## src/rtl/cp0_pkg.sv

```systemverilog
// rtl/cp0_pkg.sv - CP0 register addresses, exception codes, field positions and write masks
package cp0_pkg;

    // CP0 register addresses as {rd, sel}
    localparam logic [7:0] CP0_ADDR_BADVADDR = {5'd8,  3'd0};
    localparam logic [7:0] CP0_ADDR_COUNT    = {5'd9,  3'd0};
    localparam logic [7:0] CP0_ADDR_COMPARE  = {5'd11, 3'd0};
    localparam logic [7:0] CP0_ADDR_STATUS   = {5'd12, 3'd0};
    localparam logic [7:0] CP0_ADDR_CAUSE    = {5'd13, 3'd0};
    localparam logic [7:0] CP0_ADDR_EPC      = {5'd14, 3'd0};

    // Cause.ExcCode values
    localparam logic [4:0] EXC_INT  = 5'd0;
    localparam logic [4:0] EXC_ADEL = 5'd4;
    localparam logic [4:0] EXC_ADES = 5'd5;
    localparam logic [4:0] EXC_SYS  = 5'd8;
    localparam logic [4:0] EXC_BP   = 5'd9;
    localparam logic [4:0] EXC_RI   = 5'd10;
    localparam logic [4:0] EXC_OV   = 5'd12;

    // Status fields
    localparam int ST_IE  = 0;
    localparam int ST_EXL = 1;
    localparam logic [31:0] STATUS_RESET = 32'h0040_0000;
    localparam logic [31:0] STATUS_WMASK = 32'h0000_FF03;

    // Cause fields
    localparam int CA_SW_LO = 8;

    // wb_exc bit indices
    localparam int WB_EXC_FETCH   = 6;
    localparam int WB_EXC_RSVD    = 5;
    localparam int WB_EXC_OVF     = 4;
    localparam int WB_EXC_SYSCALL = 3;
    localparam int WB_EXC_BRK     = 2;
    localparam int WB_EXC_RADDR   = 1;
    localparam int WB_EXC_WADDR   = 0;

    typedef enum logic {
        S_IDLE  = 1'b0,
        S_FLUSH = 1'b1
    } cp0_state_t;

endpackage

```

## src/rtl/cp0_timer.sv

```systemverilog
// rtl/cp0_timer.sv - Count/Compare timer with clock divider and edge-detected TI
module cp0_timer #(
    parameter int COUNT_DIV = 2
) (
    input  logic        clk,
    input  logic        resetn,
    input  logic        count_we,
    input  logic        compare_we,
    input  logic [31:0] wdata,
    output logic [31:0] count,
    output logic [31:0] compare,
    output logic        ti
);

    localparam int DW = (COUNT_DIV > 1) ? $clog2(COUNT_DIV) : 1;
    localparam logic [DW-1:0] DIV_LAST = DW'(COUNT_DIV - 1);

    logic [DW-1:0] div;
    logic          tick;
    logic [31:0]   count_inc;

    assign tick      = (div == DIV_LAST);
    assign count_inc = count + 32'd1;

    // Divider runs 0..COUNT_DIV-1 and wraps on tick
    always_ff @(posedge clk) begin
        if (!resetn) begin
            div <= '0;
        end else begin
            div <= tick ? '0 : div + 1'b1;
        end
    end

    // Count/Compare registers; software writes beat the increment and the match
    always_ff @(posedge clk) begin
        if (!resetn) begin
            count   <= '0;
            compare <= '0;
            ti      <= 1'b0;
        end else begin
            if (count_we) begin
                count <= wdata;
            end else if (tick) begin
                count <= count_inc;
            end
            if (compare_we) begin
                compare <= wdata;
                ti      <= 1'b0;
            end else if (tick && !count_we && (count_inc == compare)) begin
                ti <= 1'b1;
            end
        end
    end

endmodule

```

## src/rtl/cp0_exc_unit.sv

```systemverilog
// rtl/cp0_exc_unit.sv - writeback CP0 and exception/interrupt controller; timer under CP0_TIMER_EN
module cp0_exc_unit
    import cp0_pkg::*;
#(
    parameter int          NUM_HW_INT = 6,
    parameter int          COUNT_DIV  = 2,
    parameter logic [31:0] EXC_VECTOR = 32'hBFC00380
) (
    input  logic                  clk,
    input  logic                  resetn,
    input  logic                  wb_valid,
    input  logic [31:0]           wb_pc,
    input  logic                  wb_delay_slot,
    input  logic [6:0]            wb_exc,
    input  logic [31:0]           wb_dm_addr,
    input  logic                  wb_eret,
    input  logic                  wb_mtc0,
    input  logic [7:0]            cp0_addr,
    input  logic [31:0]           cp0_wdata,
    output logic [31:0]           cp0_rdata,
    input  logic [NUM_HW_INT-1:0] hw_int,
    output logic                  wb_commit,
    output logic                  exc_valid,
    output logic [31:0]           exc_pc,
    output logic                  cancel,
    output logic [31:0]           status_o,
    output logic [31:0]           cause_o,
    output logic [31:0]           epc_o
);

    if (NUM_HW_INT < 1 || NUM_HW_INT > 6 || COUNT_DIV < 1) begin : g_bad_params
        $error("cp0_exc_unit: NUM_HW_INT must be 1..6 and COUNT_DIV >= 1");
    end

    cp0_state_t state, state_next;

    logic [31:0]           status, epc, badvaddr, cause;
    logic                  cause_bd;
    logic [4:0]            cause_exc;
    logic [1:0]            cause_sw;
    logic [NUM_HW_INT-1:0] int_sync1, int_sync2;
    logic [5:0]            hw_ip;
    logic [7:0]            ip;
    logic [31:0]           count, compare;
    logic                  ti;

    logic        active, exc_any, int_req;
    logic        exc_take, eret_take, mtc0_take;
    logic [4:0]  exc_code;
    logic        set_badvaddr;
    logic [31:0] bad_addr;

`ifdef CP0_TIMER_EN
    logic count_we, compare_we;
    assign count_we   = mtc0_take && (cp0_addr == CP0_ADDR_COUNT);
    assign compare_we = mtc0_take && (cp0_addr == CP0_ADDR_COMPARE);

    cp0_timer #(
        .COUNT_DIV (COUNT_DIV)
    ) u_timer (
        .clk        (clk),
        .resetn     (resetn),
        .count_we   (count_we),
        .compare_we (compare_we),
        .wdata      (cp0_wdata),
        .count      (count),
        .compare    (compare),
        .ti         (ti)
    );
`else
    assign count   = '0;
    assign compare = '0;
    assign ti      = 1'b0;
`endif

    // Two-flop synchroniser for the asynchronous interrupt lines
    always_ff @(posedge clk) begin
        if (!resetn) begin
            int_sync1 <= '0;
            int_sync2 <= '0;
        end else begin
            int_sync1 <= hw_int;
            int_sync2 <= int_sync1;
        end
    end

    // Assemble Cause from stored fields and live interrupt levels; line 5 shares IP7 with TI
    always_comb begin
        hw_ip                   = '0;
        hw_ip[NUM_HW_INT-1:0]   = int_sync2;
        ip                      = {ti | hw_ip[5], hw_ip[4:0], cause_sw};
        cause                   = {cause_bd, 15'b0, ip, 1'b0, cause_exc, 2'b0};
        int_req                 = (|(status[15:8] & ip)) & status[ST_IE] & ~status[ST_EXL];
    end

    // Prioritise interrupt, exceptions, eret and mtc0; drive redirect and next state
    always_comb begin
        active       = resetn & wb_valid & (state == S_IDLE);
        exc_any      = int_req | (|wb_exc);
        exc_code     = EXC_INT;
        set_badvaddr = 1'b0;
        bad_addr     = wb_dm_addr;
        if (int_req) begin
            exc_code = EXC_INT;
        end else if (wb_exc[WB_EXC_FETCH]) begin
            exc_code     = EXC_ADEL;
            set_badvaddr = 1'b1;
            bad_addr     = wb_pc;
        end else if (wb_exc[WB_EXC_RSVD]) begin
            exc_code = EXC_RI;
        end else if (wb_exc[WB_EXC_OVF]) begin
            exc_code = EXC_OV;
        end else if (wb_exc[WB_EXC_SYSCALL]) begin
            exc_code = EXC_SYS;
        end else if (wb_exc[WB_EXC_BRK]) begin
            exc_code = EXC_BP;
        end else if (wb_exc[WB_EXC_RADDR]) begin
            exc_code     = EXC_ADEL;
            set_badvaddr = 1'b1;
        end else if (wb_exc[WB_EXC_WADDR]) begin
            exc_code     = EXC_ADES;
            set_badvaddr = 1'b1;
        end

        exc_take  = active & exc_any;
        eret_take = active & ~exc_any & wb_eret;
        mtc0_take = active & ~exc_any & ~wb_eret & wb_mtc0;

        exc_valid = exc_take | eret_take;
        cancel    = exc_valid;
        exc_pc    = eret_take ? epc : EXC_VECTOR;
        wb_commit = active & ~exc_any;

        state_next = state;
        case (state)
            S_IDLE:  if (exc_valid) state_next = S_FLUSH;
            S_FLUSH: state_next = S_IDLE;
            default: state_next = S_IDLE;
        endcase
    end

    // State register
    always_ff @(posedge clk) begin
        if (!resetn) begin
            state <= S_IDLE;
        end else begin
            state <= state_next;
        end
    end

    // Status/Cause/EPC/BadVAddr updates: exception beats eret beats mtc0
    always_ff @(posedge clk) begin
        if (!resetn) begin
            status    <= STATUS_RESET;
            epc       <= '0;
            badvaddr  <= '0;
            cause_bd  <= 1'b0;
            cause_exc <= '0;
            cause_sw  <= '0;
        end else if (exc_take) begin
            cause_exc      <= exc_code;
            status[ST_EXL] <= 1'b1;
            if (!status[ST_EXL]) begin
                epc      <= wb_delay_slot ? (wb_pc - 32'd4) : wb_pc;
                cause_bd <= wb_delay_slot;
            end
            if (set_badvaddr) begin
                badvaddr <= bad_addr;
            end
        end else if (eret_take) begin
            status[ST_EXL] <= 1'b0;
        end else if (mtc0_take) begin
            case (cp0_addr)
                CP0_ADDR_STATUS: status   <= (status & ~STATUS_WMASK) | (cp0_wdata & STATUS_WMASK);
                CP0_ADDR_CAUSE:  cause_sw <= cp0_wdata[CA_SW_LO +: 2];
                CP0_ADDR_EPC:    epc      <= cp0_wdata;
                default: ;
            endcase
        end
    end

    // mfc0 read mux; unimplemented addresses read zero
    always_comb begin
        cp0_rdata = '0;
        case (cp0_addr)
            CP0_ADDR_BADVADDR: cp0_rdata = badvaddr;
            CP0_ADDR_COUNT:    cp0_rdata = count;
            CP0_ADDR_COMPARE:  cp0_rdata = compare;
            CP0_ADDR_STATUS:   cp0_rdata = status;
            CP0_ADDR_CAUSE:    cp0_rdata = cause;
            CP0_ADDR_EPC:      cp0_rdata = epc;
            default: ;
        endcase
    end

    assign status_o = status;
    assign cause_o  = cause;
    assign epc_o    = epc;

endmodule

```

## config.mk

```make
export PLATFORM = sky130hd
export DESIGN_NAME = cp0_exc_unit
export DESIGN_NICKNAME = d
export VERILOG_FILES = /design/src/rtl/cp0_pkg.sv /design/src/rtl/cp0_timer.sv /design/src/rtl/cp0_exc_unit.sv
export SDC_FILE = /design/constraint.sdc
export NUM_CORES = 1
export LEC_CHECK = 0
export BUFFER_PORTS_ARGS = -buffer_cell sky130_fd_sc_hd__buf_2
export CAP_MARGIN = 20
export CORE_MARGIN = 3
export CORE_UTILIZATION = 47
export CTS_CLUSTER_DIAMETER = 40
export CTS_CLUSTER_SIZE = 10
export DETAILED_ROUTE_END_ITERATION = 10
export MAX_ROUTING_LAYER = met4
export PLACE_DENSITY = 0.9
export SYNTH_ARGS = -nofsm -noshare
export SYNTH_HDL_FRONTEND = slang
export SYNTH_SLANG_ARGS = --single-unit
export TNS_END_PERCENT = 100
```

## constraint.sdc

```tcl
create_clock -name clk -period 2.7 [get_ports clk]
set_input_delay 0.27 -clock clk [delete_from_list [all_inputs] [get_ports clk]]
set_output_delay 0.27 -clock clk [all_outputs]
set_load 0.01 [all_outputs]
```

======== Word-level counts from Yosys, hierarchy flattened ========
Cells that the tools add are included.
cells by class
  $add $sub $neg .......................... 1
  multipliers ............................. 0
  divide/modulo/power cells ............... 0
  magnitude comparators ................... 0
  equality and inequality tests ........... 6
  shifts and indexed selects .............. 0
  multiplexer cells ....................... 32
  bitwise operators ....................... 19
  reduce and logical (&&, ||, !) cells .... 12
operators with widths
  cell                                                                    number
  32-bit 2-to-1 mux                                                       9
  32-bit one-hot mux with 4 select lines                                  1
  8-bit by 7-bit equality test with 1-bit output (second input constant)  4
  32-bit by 16-bit OR with 32-bit output                                  1
  32-bit by 3-bit subtractor with 32-bit output (second input constant)   1
  4-bit 2-to-1 mux                                                        6
  4-bit AND reduction                                                     3
  1-bit 2-to-1 mux                                                        11
  1-bit AND                                                               9
  8-bit AND                                                               1
  8-bit OR reduction                                                      1
  7-bit OR reduction                                                      1
  3-bit 2-to-1 mux                                                        2
  1-bit NOT                                                               6
  2-bit AND reduction                                                     3
  3-bit nonzero test                                                      2
  2-bit 2-to-1 mux                                                        2
  2-bit != test (second input constant)                                   2
  2-bit nonzero test                                                      2
  1-bit OR                                                                2
  1-bit one-hot mux with 2 select lines                                   1
word-level totals
  bits in registers ....................... 117
  bits in latches ......................... 0
  RAM bits ................................ 0
  ROM bits ................................ 0
  output and inout bits ................... 163
  word-level logic and storage cells ...... 80
  memories ................................ 0

======== Longest topological paths before layout ========
  depth after elaboration ................. 12
  gate-level depth with buffers ........... 8
  mapped depth without buffers ............ 7

======== Worst setup path before layout ========
Ideal clock, no wire load.
  path kind ............................... register to output
  from .................................... register status[9] (netlist: status_o[9])
  to ...................................... output exc_valid
  data arrival time ....................... 2.085 ns
  required time ........................... 2.430 ns
  slack ................................... 0.345 ns
  stages on the path, launching flop included .. 9
  buffers on the path ..................... 3
  path through ............................ dfxtp_1 -> a22o_1 -> o41a_1 -> buf_6 -> nor3_2 -> and2_1 -> buf_2 -> nand2b_1 -> buf_4
between the ends
  longest elaborated chain between the ends .. 9
  elaborated cells on any way between the ends .. 10
  classes of those cells .................. 9 x bitwise; 1 x reduce/logical
RTL lines
  what                        line                 RTL
  start, declared             cp0_exc_unit.sv:37   logic [31:0] status, epc, badvaddr, cause;
  start signal, assigned      cp0_exc_unit.sv:174  CP0_ADDR_STATUS: status <= (status & ~STATUS_WMASK) | (cp0_wdata & STATUS_WMASK);
  8-bit AND (*)               cp0_exc_unit.sv:93   int_req = (|(status[15:8] & ip)) & status[ST_IE] & ~status[ST_EXL];
  8-bit OR reduction (*)      cp0_exc_unit.sv:93
  1-bit AND (*) (2 in a row)  cp0_exc_unit.sv:93
  1-bit OR (*)                cp0_exc_unit.sv:99   exc_any = int_req | (|wb_exc);
  1-bit NOT                   cp0_exc_unit.sv:126  eret_take = active & ~exc_any & wb_eret;
  1-bit AND (2 in a row)      cp0_exc_unit.sv:126
  1-bit OR (*)                cp0_exc_unit.sv:129  exc_valid = exc_take | eret_take;
  end, declared               cp0_exc_unit.sv:23   output logic exc_valid,
Mark *: on every way between the ends. The rest lies on a longest branch, timed or not.

======== Final worst setup path ========
  from .................................... register int_sync2[4] (netlist: hw_ip[4])
  to ...................................... output exc_pc[13]
between the ends
  longest elaborated chain between the ends .. 9
RTL lines
  what                    line                 RTL
  start, declared         cp0_exc_unit.sv:41   logic [NUM_HW_INT-1:0] int_sync1, int_sync2;
  start signal, assigned  cp0_exc_unit.sv:83   int_sync2 <= int_sync1;
  8-bit AND               cp0_exc_unit.sv:93
  8-bit OR reduction      cp0_exc_unit.sv:93
  1-bit AND (2 in a row)  cp0_exc_unit.sv:93
  1-bit OR                cp0_exc_unit.sv:99
  1-bit NOT               cp0_exc_unit.sv:126
  1-bit AND (2 in a row)  cp0_exc_unit.sv:126
  32-bit 2-to-1 mux       cp0_exc_unit.sv:131  exc_pc = eret_take ? epc : EXC_VECTOR;
  end, declared           cp0_exc_unit.sv:24   output logic [31:0] exc_pc,
Every way passes these cells.

==> metrics.txt <==
GRT Overall Usage=30.5%; GP Congestion=0.920; placement-stage cell area=around 7000 um2; critical path capture point type=output port; via count=6545; Synth top area share=31.8%; Worst EP arrival=2.34 ns; final worst slack=0.0862 ns; status=complete, no violations; Core Rows=40; CTS root buf=clkbuf_16; Hold Slack=0.114 ns; Fin. Hold Viols=0; Post-synth top cells=nand2_1 (123), dfxtp_1 (94), buf_4 (45), mux2i_1 (36), o21ai_0 (36); Critical R2R Launch=cause_sw[1]; RSZ-0062 raised after global routing=true; Worst Skew=around 0.012 ns; vias in the first global route=~6300; antenna violations before repair=0; CTS tree=yes; WP data required=2.43 ns; FFs w/ async S/R, synth=0%; register bit count reported by yosys=94; TritonCTS Buffers=9; slowest CP cell=o41a_1; CP Max Fanout=15; first-pass iteration count of the detailed router=5; pre-CTS WS=about 0.27 ns; # DRC=0; register area share after synthesis=31.8%; CP bufs+invs=2; yosys warns=0; # fillers=around 1100; Sink Count=94; CP delay by family, top=compound AO/OA/AOI/OAI gates; pin count of the biggest net entering global routing=91; FF-to-FF End=badvaddr[20]; DP HPWL=about 16 mm; IO Pins=286; delay of the slowest critical-path stage=0.50 ns; Rel. slew slack=34.7%; Yosys cell types=71; setup TNS=0 ns; number of flops mapped to enable cells by yosys=0; Finished Layout Cells=1125; Lkg Pwr=3.55 nW; cell taking the most area after synthesis=dfxtp_1; Crit Path Category=reg2out; Synth Cell Area=5910 um2; initial core utilization=48.6%; Buffers on Ports=244; worst-skew pair later-pin latency=roughly 0.36 ns; Max Cap Viol=0; Cell Chain, Critical Path=a22o_1 > o41a_1 > nor3_4 > buf_4 > and3_1 > buf_2; Critical Path Sink=exc_pc[13]; H-tree depth reported by CTS=3; Die H=118 um; Syn Inst Count=about 730; cell count of the worst reg-to-reg path=8; Syn Area/Cell=8.14 um2; main flop type after synthesis=dfxtp_1; Hold Crit Class=in2reg; die width=118 um; cell with the most instances after synthesis=nand2_1; nets=1076; final core utilization=61.6%; GRT overflow=0; clk slew on worst S/H paths=0.08 ns; pwr/cell area=453 nW/um2; DR WL/cell=19.1 um; top cells by area, synth=dfxtp_1 (32%), nand2_1 (7.8%), mux2i_1 (6.1%); Antenna Nets Post-Route=0; fin area=7490 um2; CP Launch Point=hw_ip[4]; Worst Setup Start Kind=register; Setup Viol. Count Final=0; Bufs on Longest Clock Path=2; Post-CTS Hold Fix Bufs=0; via/cell ratio=about 5.8; worst reg2reg setup slack=about 0.17 ns; Core Area=12200 um2; drt total wl=21.5 mm; Max VDD drop=0.377 mV; Slew Viols, Final=0; Layout area overhead=26.7%; post-route clock period utilization=96.8%; Final min period=~2.6 ns; DP Cell Count=1104; first-pass GRT wire length=33.3 mm; ANT cells=0; total power=3.39 mW; maximum operating frequency=approximately 380 MHz; critical path depth=6; layout cells sized above 1=33.0%; Worst-Margin Slew=0.971 ns; Die Area=approximately 14000 um2; first-iteration detailed-routing DRC count=690
==> state kept, by name (all words and copies together), names as in the netlist <==
name	count
badvaddr	32
cause_bd	1
cause_exc	4
cause_sw	2
epc_o	32
hw_ip	6
int_sync1	6
state	1
status_o	10
==> layer usage <==
metal	up-vias	part of all wire [%]	track usage, %
li1	3029	-	-
met1	3086	40	37.0
met2	386	48	49.8
met3	44	9.0	6.03
met4	0	2.9	12.2
met5	-	0	-
==> worst min path at each step <==
| stage | startpoint | to | slack (ns) | cells after the start |
|---|---|---|---|---|
| floorplan | hw_int[0] | int_sync1[0] | 0.40 | 1 |
| global placement | int_sync1[3] | hw_ip[3] | 0.41 | 1 |
| detailed placement | int_sync1[2] | hw_ip[2] | 0.42 | 1 |
| CTS | hw_int[5] | int_sync1[5] | 0.11 | 2 |
| global route | hw_int[3] | int_sync1[3] | 0.12 | 2 |
| finish | hw_int[3] | int_sync1[3] | 0.11 | 2 |
==> area by class of cell <==
| cell class | instances | area [um2] | share of cell area (%) |
|---|---|---|---|
| Sequential cell | 94 | 1880 | 25.1 |
| Clock buffer | 9 | 225 | 3.01 |
| Multi-Input combinational cell | 559 | 3550 | 47.4 |
| Timing Repair Buffer | 277 | 1510 | 20.1 |
| Inverter | 11 | 41.3 | 0.551 |
| Tap cell | 168 | 210 | 2.81 |
| Clock inverter | 7 | 75.1 | 1.00 |
==> cell families after synthesis <==
| logic type | after synthesis | synth area share [%] |
|---|---|---|
| mux | 38 | 6.48 |
| compound gates | 168 | 20.6 |
| simple gates | 283 | 25.5 |
| xor+xnor | 28 | 4.15 |
| other cells | 2 | 0.127 |
| fa+ha+maj | 1 | 0.212 |
| buf+inv | 112 | 11.1 |
| flops | 94 | 31.8 |
==> power by group <==
group	internal, mW	leakage (nW)	total, mW	switching [mW]
Combinational	0.225	2.64	0.579	0.354
Sequential	1.46	0.768	1.52	0.0620
Clock	0.658	0.145	1.29	0.634
==> repair_timing <==
item,CTS,global route
pin swaps,3,3
setup endpoints to repair,22,30
gates cloned,0,0
gates resized for setup,3,2
buffers inserted,4,1
==> placed cells by master (no fill, tap or decap), types with 4 or more instances in the layout <==
| master | instances |
|---|---|
| buf_2 | 244 |
| nor3_1 | 11 |
| o211ai_1 | 19 |
| o221ai_1 | 4 |
| or4_1 | 11 |
| o21ai_0 | 36 |
| a31oi_1 | 32 |
| a22oi_1 | 4 |
| nor2_1 | 24 |
| dfxtp_1 | 94 |
| o311ai_0 | 5 |
| and3_1 | 21 |
| a21oi_1 | 12 |
| buf_4 | 29 |
| nand4_1 | 11 |
| a22o_1 | 21 |
| o311ai_1 | 4 |
| nand3_1 | 12 |
| nand2b_1 | 13 |
| a222oi_1 | 12 |
| xor2_1 | 13 |
| nor2b_1 | 4 |
| mux2i_1 | 36 |
| inv_1 | 10 |
| nor4_1 | 8 |
| nand2_1 | 123 |
| conb_1 | 41 |
| and2_1 | 14 |
| clkbuf_16 | 9 |
| xnor2_1 | 15 |
(Power assumes the default switching activity.)
